$ cat src/rtl/wb_pkg.sv
// wb_pkg: Wishbone cycle-type constants and burst reader FSM encoding
package wb_pkg;
    localparam logic [2:0] CTI_CLASSIC = 3'b000;
    localparam logic [2:0] CTI_INCR    = 3'b010;
    localparam logic [2:0] CTI_END     = 3'b111;
    localparam logic [1:0] BTE_LINEAR  = 2'b00;
    typedef enum logic [1:0] {IDLE, WAIT_SPACE, REQ, WAIT_ACK} state_t;
endpackage

$ cat src/rtl/sync_fifo.sv
// sync_fifo: single-clock FIFO with registered occupancy; head reads zero while empty
module sync_fifo #(
    parameter int WIDTH = 32,
    parameter int DEPTH = 32,
    localparam int AW = $clog2(DEPTH)
) (
    input  logic             clk,
    input  logic             rst_n,
    input  logic             push,
    input  logic             pop,
    input  logic [WIDTH-1:0] data_in,
    output logic [WIDTH-1:0] data_out,
    output logic             empty,
    output logic [AW:0]      count
);
    logic [WIDTH-1:0] mem_q [DEPTH];
    logic [AW-1:0]    wr_ptr_q, wr_ptr_d, rd_ptr_q, rd_ptr_d;
    logic [AW:0]      count_q, count_d;
    logic             do_push, do_pop;
    always_comb begin
        do_push  = push && (count_q != (AW+1)'(DEPTH));
        do_pop   = pop && (count_q != '0);
        wr_ptr_d = do_push ? wr_ptr_q + 1'b1 : wr_ptr_q;
        rd_ptr_d = do_pop ? rd_ptr_q + 1'b1 : rd_ptr_q;
        count_d  = count_q + (AW+1)'(do_push) - (AW+1)'(do_pop);
    end
    always_ff @(posedge clk) begin
        if (!rst_n) begin
            wr_ptr_q <= '0;
            rd_ptr_q <= '0;
            count_q  <= '0;
        end else begin
            wr_ptr_q <= wr_ptr_d;
            rd_ptr_q <= rd_ptr_d;
            count_q  <= count_d;
        end
    end
    always_ff @(posedge clk) begin
        if (do_push) mem_q[wr_ptr_q] <= data_in;
    end
    assign empty    = (count_q == '0);
    assign count    = count_q;
    assign data_out = empty ? '0 : mem_q[rd_ptr_q];
endmodule

$ cat src/rtl/wb_burst_reader.sv
// wb_burst_reader: Wishbone pipelined burst read master feeding a valid/ready stream
module wb_burst_reader
    import wb_pkg::*;
#(
    parameter int BURST_LEN  = 8,
    parameter int FIFO_DEPTH = 32,
    parameter int CNT_W      = 16
) (
    input  logic             CLK,
    input  logic             RST_SYNC_N,
    input  logic             START_IN,
    input  logic [31:0]      START_ADDR_IN,
    input  logic [CNT_W-1:0] WORD_COUNT_IN,
    output logic             BUSY_OUT,
    output logic             DONE_OUT,
    output logic             ERR_OUT,
    output logic [31:0]      WB_ADR_OUT,
    output logic             WB_CYC_OUT,
    output logic             WB_STB_OUT,
    output logic             WB_WE_OUT,
    output logic [3:0]       WB_SEL_OUT,
    output logic [2:0]       WB_CTI_OUT,
    output logic [1:0]       WB_BTE_OUT,
    input  logic             WB_ACK_IN,
    input  logic             WB_STALL_IN,
    input  logic             WB_ERR_IN,
    input  logic [31:0]      WB_DAT_RD_IN,
    output logic [31:0]      DATA_OUT,
    output logic             VALID_OUT,
    input  logic             READY_IN
);
    localparam int BL_W = $clog2(BURST_LEN) + 1;
    localparam int CW   = $clog2(FIFO_DEPTH) + 1;
    state_t           state_q, state_d;
    logic [31:0]      adr_q, adr_d;
    logic [2:0]       cti_q, cti_d;
    logic             cyc_q, cyc_d, stb_q, stb_d, busy_q, busy_d, done_q, done_d, err_q, err_d;
    logic [CNT_W-1:0] rem_q, rem_d;
    logic [BL_W-1:0]  blen_q, blen_d, issued_q, issued_d, acked_q, acked_d, blen;
    logic [CW-1:0]    fifo_count;
    logic             fifo_empty, ack_ok, pop;
    always_comb begin
        state_d  = state_q;
        adr_d    = adr_q;
        cti_d    = cti_q;
        cyc_d    = cyc_q;
        stb_d    = stb_q;
        busy_d   = busy_q;
        done_d   = 1'b0;
        err_d    = err_q;
        rem_d    = rem_q;
        blen_d   = blen_q;
        issued_d = issued_q;
        acked_d  = acked_q;
        blen     = (rem_q >= CNT_W'(BURST_LEN)) ? BL_W'(BURST_LEN) : BL_W'(rem_q);
        ack_ok   = cyc_q && WB_ACK_IN && !WB_ERR_IN;
        case (state_q)
            IDLE: if (START_IN) begin
                err_d = 1'b0;
                if (WORD_COUNT_IN == '0) done_d = 1'b1;
                else begin
                    adr_d   = START_ADDR_IN & 32'hFFFF_FFFC;
                    rem_d   = WORD_COUNT_IN;
                    busy_d  = 1'b1;
                    state_d = WAIT_SPACE;
                end
            end
            // a burst starts only once the FIFO can hold every word of it
            WAIT_SPACE: if (CW'(FIFO_DEPTH) - fifo_count >= CW'(blen)) begin
                state_d  = REQ;
                cyc_d    = 1'b1;
                stb_d    = 1'b1;
                blen_d   = blen;
                issued_d = '0;
                acked_d  = '0;
                cti_d    = (blen == BL_W'(1)) ? CTI_END : CTI_INCR;
            end
            REQ: if (!WB_STALL_IN) begin
                adr_d    = adr_q + 32'd4;
                issued_d = issued_q + 1'b1;
                if (issued_q == blen_q - 1'b1) begin
                    stb_d   = 1'b0;
                    state_d = WAIT_ACK;
                end else cti_d = (issued_q + BL_W'(2) == blen_q) ? CTI_END : CTI_INCR;
            end
            default: ;
        endcase
        if (ack_ok) begin
            acked_d = acked_q + 1'b1;
            if (acked_q + 1'b1 == blen_q) begin
                cyc_d   = 1'b0;
                stb_d   = 1'b0;
                rem_d   = rem_q - CNT_W'(blen_q);
                state_d = (rem_d != '0) ? WAIT_SPACE : IDLE;
                done_d  = (rem_d == '0);
                busy_d  = (rem_d != '0);
            end
        end
        // an error aborts the whole transfer; its data beat is dropped
        if (cyc_q && WB_ERR_IN) begin
            cyc_d   = 1'b0;
            stb_d   = 1'b0;
            err_d   = 1'b1;
            done_d  = 1'b1;
            busy_d  = 1'b0;
            state_d = IDLE;
        end
    end
    always_ff @(posedge CLK) begin
        if (!RST_SYNC_N) begin
            state_q  <= IDLE;
            adr_q    <= '0;
            cti_q    <= CTI_CLASSIC;
            cyc_q    <= 1'b0;
            stb_q    <= 1'b0;
            busy_q   <= 1'b0;
            done_q   <= 1'b0;
            err_q    <= 1'b0;
            rem_q    <= '0;
            blen_q   <= '0;
            issued_q <= '0;
            acked_q  <= '0;
        end else begin
            state_q  <= state_d;
            adr_q    <= adr_d;
            cti_q    <= cti_d;
            cyc_q    <= cyc_d;
            stb_q    <= stb_d;
            busy_q   <= busy_d;
            done_q   <= done_d;
            err_q    <= err_d;
            rem_q    <= rem_d;
            blen_q   <= blen_d;
            issued_q <= issued_d;
            acked_q  <= acked_d;
        end
    end
    assign pop = VALID_OUT && READY_IN;
    sync_fifo #(.WIDTH(32), .DEPTH(FIFO_DEPTH)) u_fifo (
        .clk      (CLK),
        .rst_n    (RST_SYNC_N),
        .push     (ack_ok),
        .pop      (pop),
        .data_in  (WB_DAT_RD_IN),
        .data_out (DATA_OUT),
        .empty    (fifo_empty),
        .count    (fifo_count)
    );
    assign VALID_OUT  = !fifo_empty;
    assign BUSY_OUT   = busy_q;
    assign DONE_OUT   = done_q;
    assign ERR_OUT    = err_q;
    assign WB_ADR_OUT = adr_q;
    assign WB_CYC_OUT = cyc_q;
    assign WB_STB_OUT = stb_q;
    assign WB_WE_OUT  = 1'b0;
    assign WB_SEL_OUT = 4'hF;
    assign WB_CTI_OUT = cti_q;
    assign WB_BTE_OUT = BTE_LINEAR;
endmodule

$ cat config.mk
export PLATFORM = sky130hd
export DESIGN_NAME = wb_burst_reader
export DESIGN_NICKNAME = d
export VERILOG_FILES = /design/src/rtl/wb_pkg.sv /design/src/rtl/sync_fifo.sv /design/src/rtl/wb_burst_reader.sv
export SDC_FILE = /design/constraint.sdc
export NUM_CORES = 1
export LEC_CHECK = 0
export ABC_CLOCK_PERIOD_IN_PS = 3500
export BUFFER_PORTS_ARGS = -buffer_cell sky130_fd_sc_hd__clkbuf_2
export CAP_MARGIN = 5
export CELL_PAD_IN_SITES_DETAIL_PLACEMENT = 0
export CELL_PAD_IN_SITES_GLOBAL_PLACEMENT = 1
export CORE_AREA = 10 10 225 440
export CTS_CLUSTER_DIAMETER = 60
export DETAILED_ROUTE_END_ITERATION = 10
export DIE_AREA = 0 0 235 450
export PLACE_DENSITY = 0.76
export SLEW_MARGIN = 20
export SYNTH_ARGS = -nofsm -noshare
export SYNTH_HDL_FRONTEND = slang
export SYNTH_SLANG_ARGS = --single-unit
$ cat constraint.sdc
create_clock -name CLK -period 3.5 [get_ports CLK]
set_input_delay 0.175 -clock CLK [delete_from_list [all_inputs] [get_ports CLK]]
set_output_delay 0.175 -clock CLK [all_outputs]
set_load 0.02 [all_outputs]
==> impl_metrics.toml <==
[detailed_routing]
remaining_drc_errors = 0
wl_um = 113000
drt-pass1-iter-count = 5
post_drt_wl_per_cell_um = 29.4
drt_iter0_drc = 2125
vias = 23500
ant_nets = 0
vias_per_cell = 6.13

[sta]
tns_ns = 0
hold_viol_final = 0
finClkSkew_ns = 0.0145
fin_crit_sh_pct = 94.9
setup_viol = 0
slew_viol_final = 0
post-route-min-period_ns = 3.32
max_freq_mhz = 301
rsz0062_at_grt = "no"
maxSlewHeadroom_pct = 46.5
worst_pin_slew_ns = 0.801

[power_and_ir_drop]
p_per_area_mw_per_mm2 = 656
ir_drop_uv = 1100
leakage_nw = 16.2

[global_route]
grt_max_degree = 67
grt_util_all_layers_pct = 21.2
grt_pass1_wl_um = 166000
gr-total-overflow = 0
antenna_found_initial = 1
grt_pass1_vias = 24600

[final_layout]
drive_above_1_share_pct = 30.1
instances_no_fill = 3840
fin_util_pct = 56.0
num_antenna_cells = 0
fin_area_mm2 = 0.0514
syn2layout_area_growth_pct = 15.0
final_nets = 2698

[yosys]
synth-seq-cells = 1112
synth_area_mm2 = 0.0447
ys_types = 83
syn_avg_cell_area_um2 = 19.6
syn_inst = 2279
async_flop_share_pct = 0
synth-main-ff-cell = "edfxtp_1"
yosysSeqAreaShare_pct = 72.8
yosysWarnings = 0
synth_edf_count = 1024

[setup_path]
path_class = "reg -> out"
required_ns = 3.32
end_kind = "primary output"
crit_path_start_kind = "register"
reg2reg_from = "rem_q[8]$_SDFF_PN0_"
critPathMaxStageDelay_ns = 0.57
cp_max_fo = 66
path_cells = "buf_12 -> mux4_2 -> mux4_2 -> nand3_1 -> o21ai_0 -> clkbuf_2"
arrival_ns = 3.14
cp_common_cell = "mux4_2"
cpMaxStageDelayCell = "dfxtp_4"

[clocking]
numClockSinks = 1112
cts_tree = "built"
clk_latency_ns = 0.69
cts_buffers = 95
clockBufferDepth = 3
clkTransAtPathRegs_ns = 0.06
cts-root-buf = "clkbuf_16"
htreeDepth = 3

[place]
placed_cells = 3610
post-dp-hpwl_um = 67600
numPortBuffers = 155
gp_congestion = 0.847
dpl_cell_area_mm2 = 0.0478

[floorplan]
die_w_um = 235
io_pins = 167
die-area_mm2 = 0.106
die_h_um = 450
fp.coreArea_mm2 = 0.0917
rows = 157
start_util_pct = 48.7

[job]
drv_cap = 0

[worst_hold_path]
min-delay-path-class = "in -> reg"
hold_start = "WB_ACK_IN"

[status]
status = "complete, no violations"
## final cells by class
type                       count  area (µm²)
fill                        6763       40300
sequential                  1112       32500
multi-input combinational    973       11600
timing repair buffer         328        2560
clock buffer                 110        2470
tap                         1192        1490
clock inverter                60         507
inverter                      65         244
## worst max-delay path: cells and delay by family (launching register included)
| kind | cells | cell delay (ns) |
|---|---|---|
| compound gates | 1 | 0.21 |
| flops | 1 | 0.57 |
| buf+inv | 2 | 0.61 |
| mux | 2 | 0.86 |
| simple gates | 1 | 0.14 |
## flip-flops by register name, summed over array words and instances, names as in the netlist, named ones only
register,cells
WB_CTI_OUT,2
u_fifo.count,6
DONE_OUT,1
WB_STB_OUT,1
blen_q,4
WB_CYC_OUT,1
u_fifo.wr_ptr_q,5
issued_q,4
WB_ADR_OUT,30
rem_q,16
u_fifo.mem_q,1024
state_q,2
u_fifo.rd_ptr_q,5
ERR_OUT,1
BUSY_OUT,1
acked_q,4
## metrics by stage
| step | total power, mW | hold slack (ns) | setup slack [ns] |
|---|---|---|---|
| after global routing | 35.1 | 0.0806 | 0.0836 |
| after floorplan | 21.1 | 0.274 | 0.0477 |
| after CTS | 34.0 | 0.0248 | 0.109 |
| after global placement | 23.5 | 0.449 | 0.532 |
| final | 33.7 | 0.0683 | 0.180 |
| after detailed placement | 23.6 | 0.451 | 0.483 |
## worst paths after layout
path	depth (start not counted)	to	slack [ns]
setup / recovery	6	DATA_OUT[29]	0.18
hold / removal	5	acked_q[1]$_SDFFE_PN0P_	0.07
setup reg to reg	9	acked_q[2]$_SDFFE_PN0P_	0.43
hold reg to reg	1	WB_CTI_OUT[1]$_SDFFE_PN0P_	0.47
## layout by cell type, fill, tap and decap left out, types with 8 or more instances in the layout
cell and instances:
nor2_4 32, xnor2_1 18, a21oi_1 66, nor3_1 18
a31oi_1 9, nor2_1 44, conb_1 9, clkbuf_16 96
clkinv_1 17, clkinv_2 20, edfxtp_1 1024, buf_4 88
nand3b_1 8, nand4_1 19, clkbuf_2 155, inv_1 64
nand2_1 85, mux4_2 320, or4_1 9, o21ai_0 57
buf_12 27, nand3_1 52, and2_1 8, ha_1 33
or3_1 9, xor2_1 10, dfxtp_1 83, dlygate4sd3_1 56
o21a_1 9, clkbuf_1 12, nor4_1 9
## report_power, final
group          total, mW  switching, mW  internal (mW)
sequential          15.2          0.392           14.8
combinational       8.26           4.50           3.76
clock               10.2           4.76           5.48
total               33.7           9.66           24.0
## cell usage after synthesis, types with 10 or more instances
master / instances / share of area (%)
edfxtp_1: 1024 / 69
nand3_1: 53 / 0.59
nor3_1: 18 / 0.20
nor4_1: 11 / 0.15
ha_1: 34 / 0.95
clkbuf_1: 77 / 0.65
xnor2_1: 18 / 0.35
buf_4: 12 / 0.20
nor2_1: 76 / 0.64
inv_1: 64 / 0.54
buf_2: 31 / 0.35
nand2_1: 85 / 0.71
xor2_1: 10 / 0.20
dfxtp_1: 88 / 3.9
nand4_1: 19 / 0.27
buf_1: 11 / 0.092
o21ai_0: 57 / 0.64
a21oi_1: 66 / 0.74
mux4_2: 320 / 16
## metal layers
layer	GRT usage, %	share of wire (%)
met1	24.4	36
met2	38.7	54
met3	3.87	6.6
met4	7.43	3.3
met5	0	0.012
## kinds of logic (layout without fill, tap and decap cells)
kind of cell	count (synthesis)	after routing	share of synthesized area, %
buffers and inverters	201	563	1.96
and+or+nand+nor	339	339	3.85
AOI/OAI and AO/OA	233	233	3.42
adders and majority gates	36	36	1.04
xor gates and xnor gates	30	30	0.653
muxes	326	326	16.3
DFF	1112	1112	72.8
other	2	9	0.0168
## repair_timing
item | 4_1_cts | 5_1_grt
hold buffers | 56 | 0
buffers inserted | 4 | 0
setup endpoints to repair | 15 | 0
hold endpoints to repair | 57 | 0
resized for setup | 2 | 0
Power figures use the tool's default switching activity.
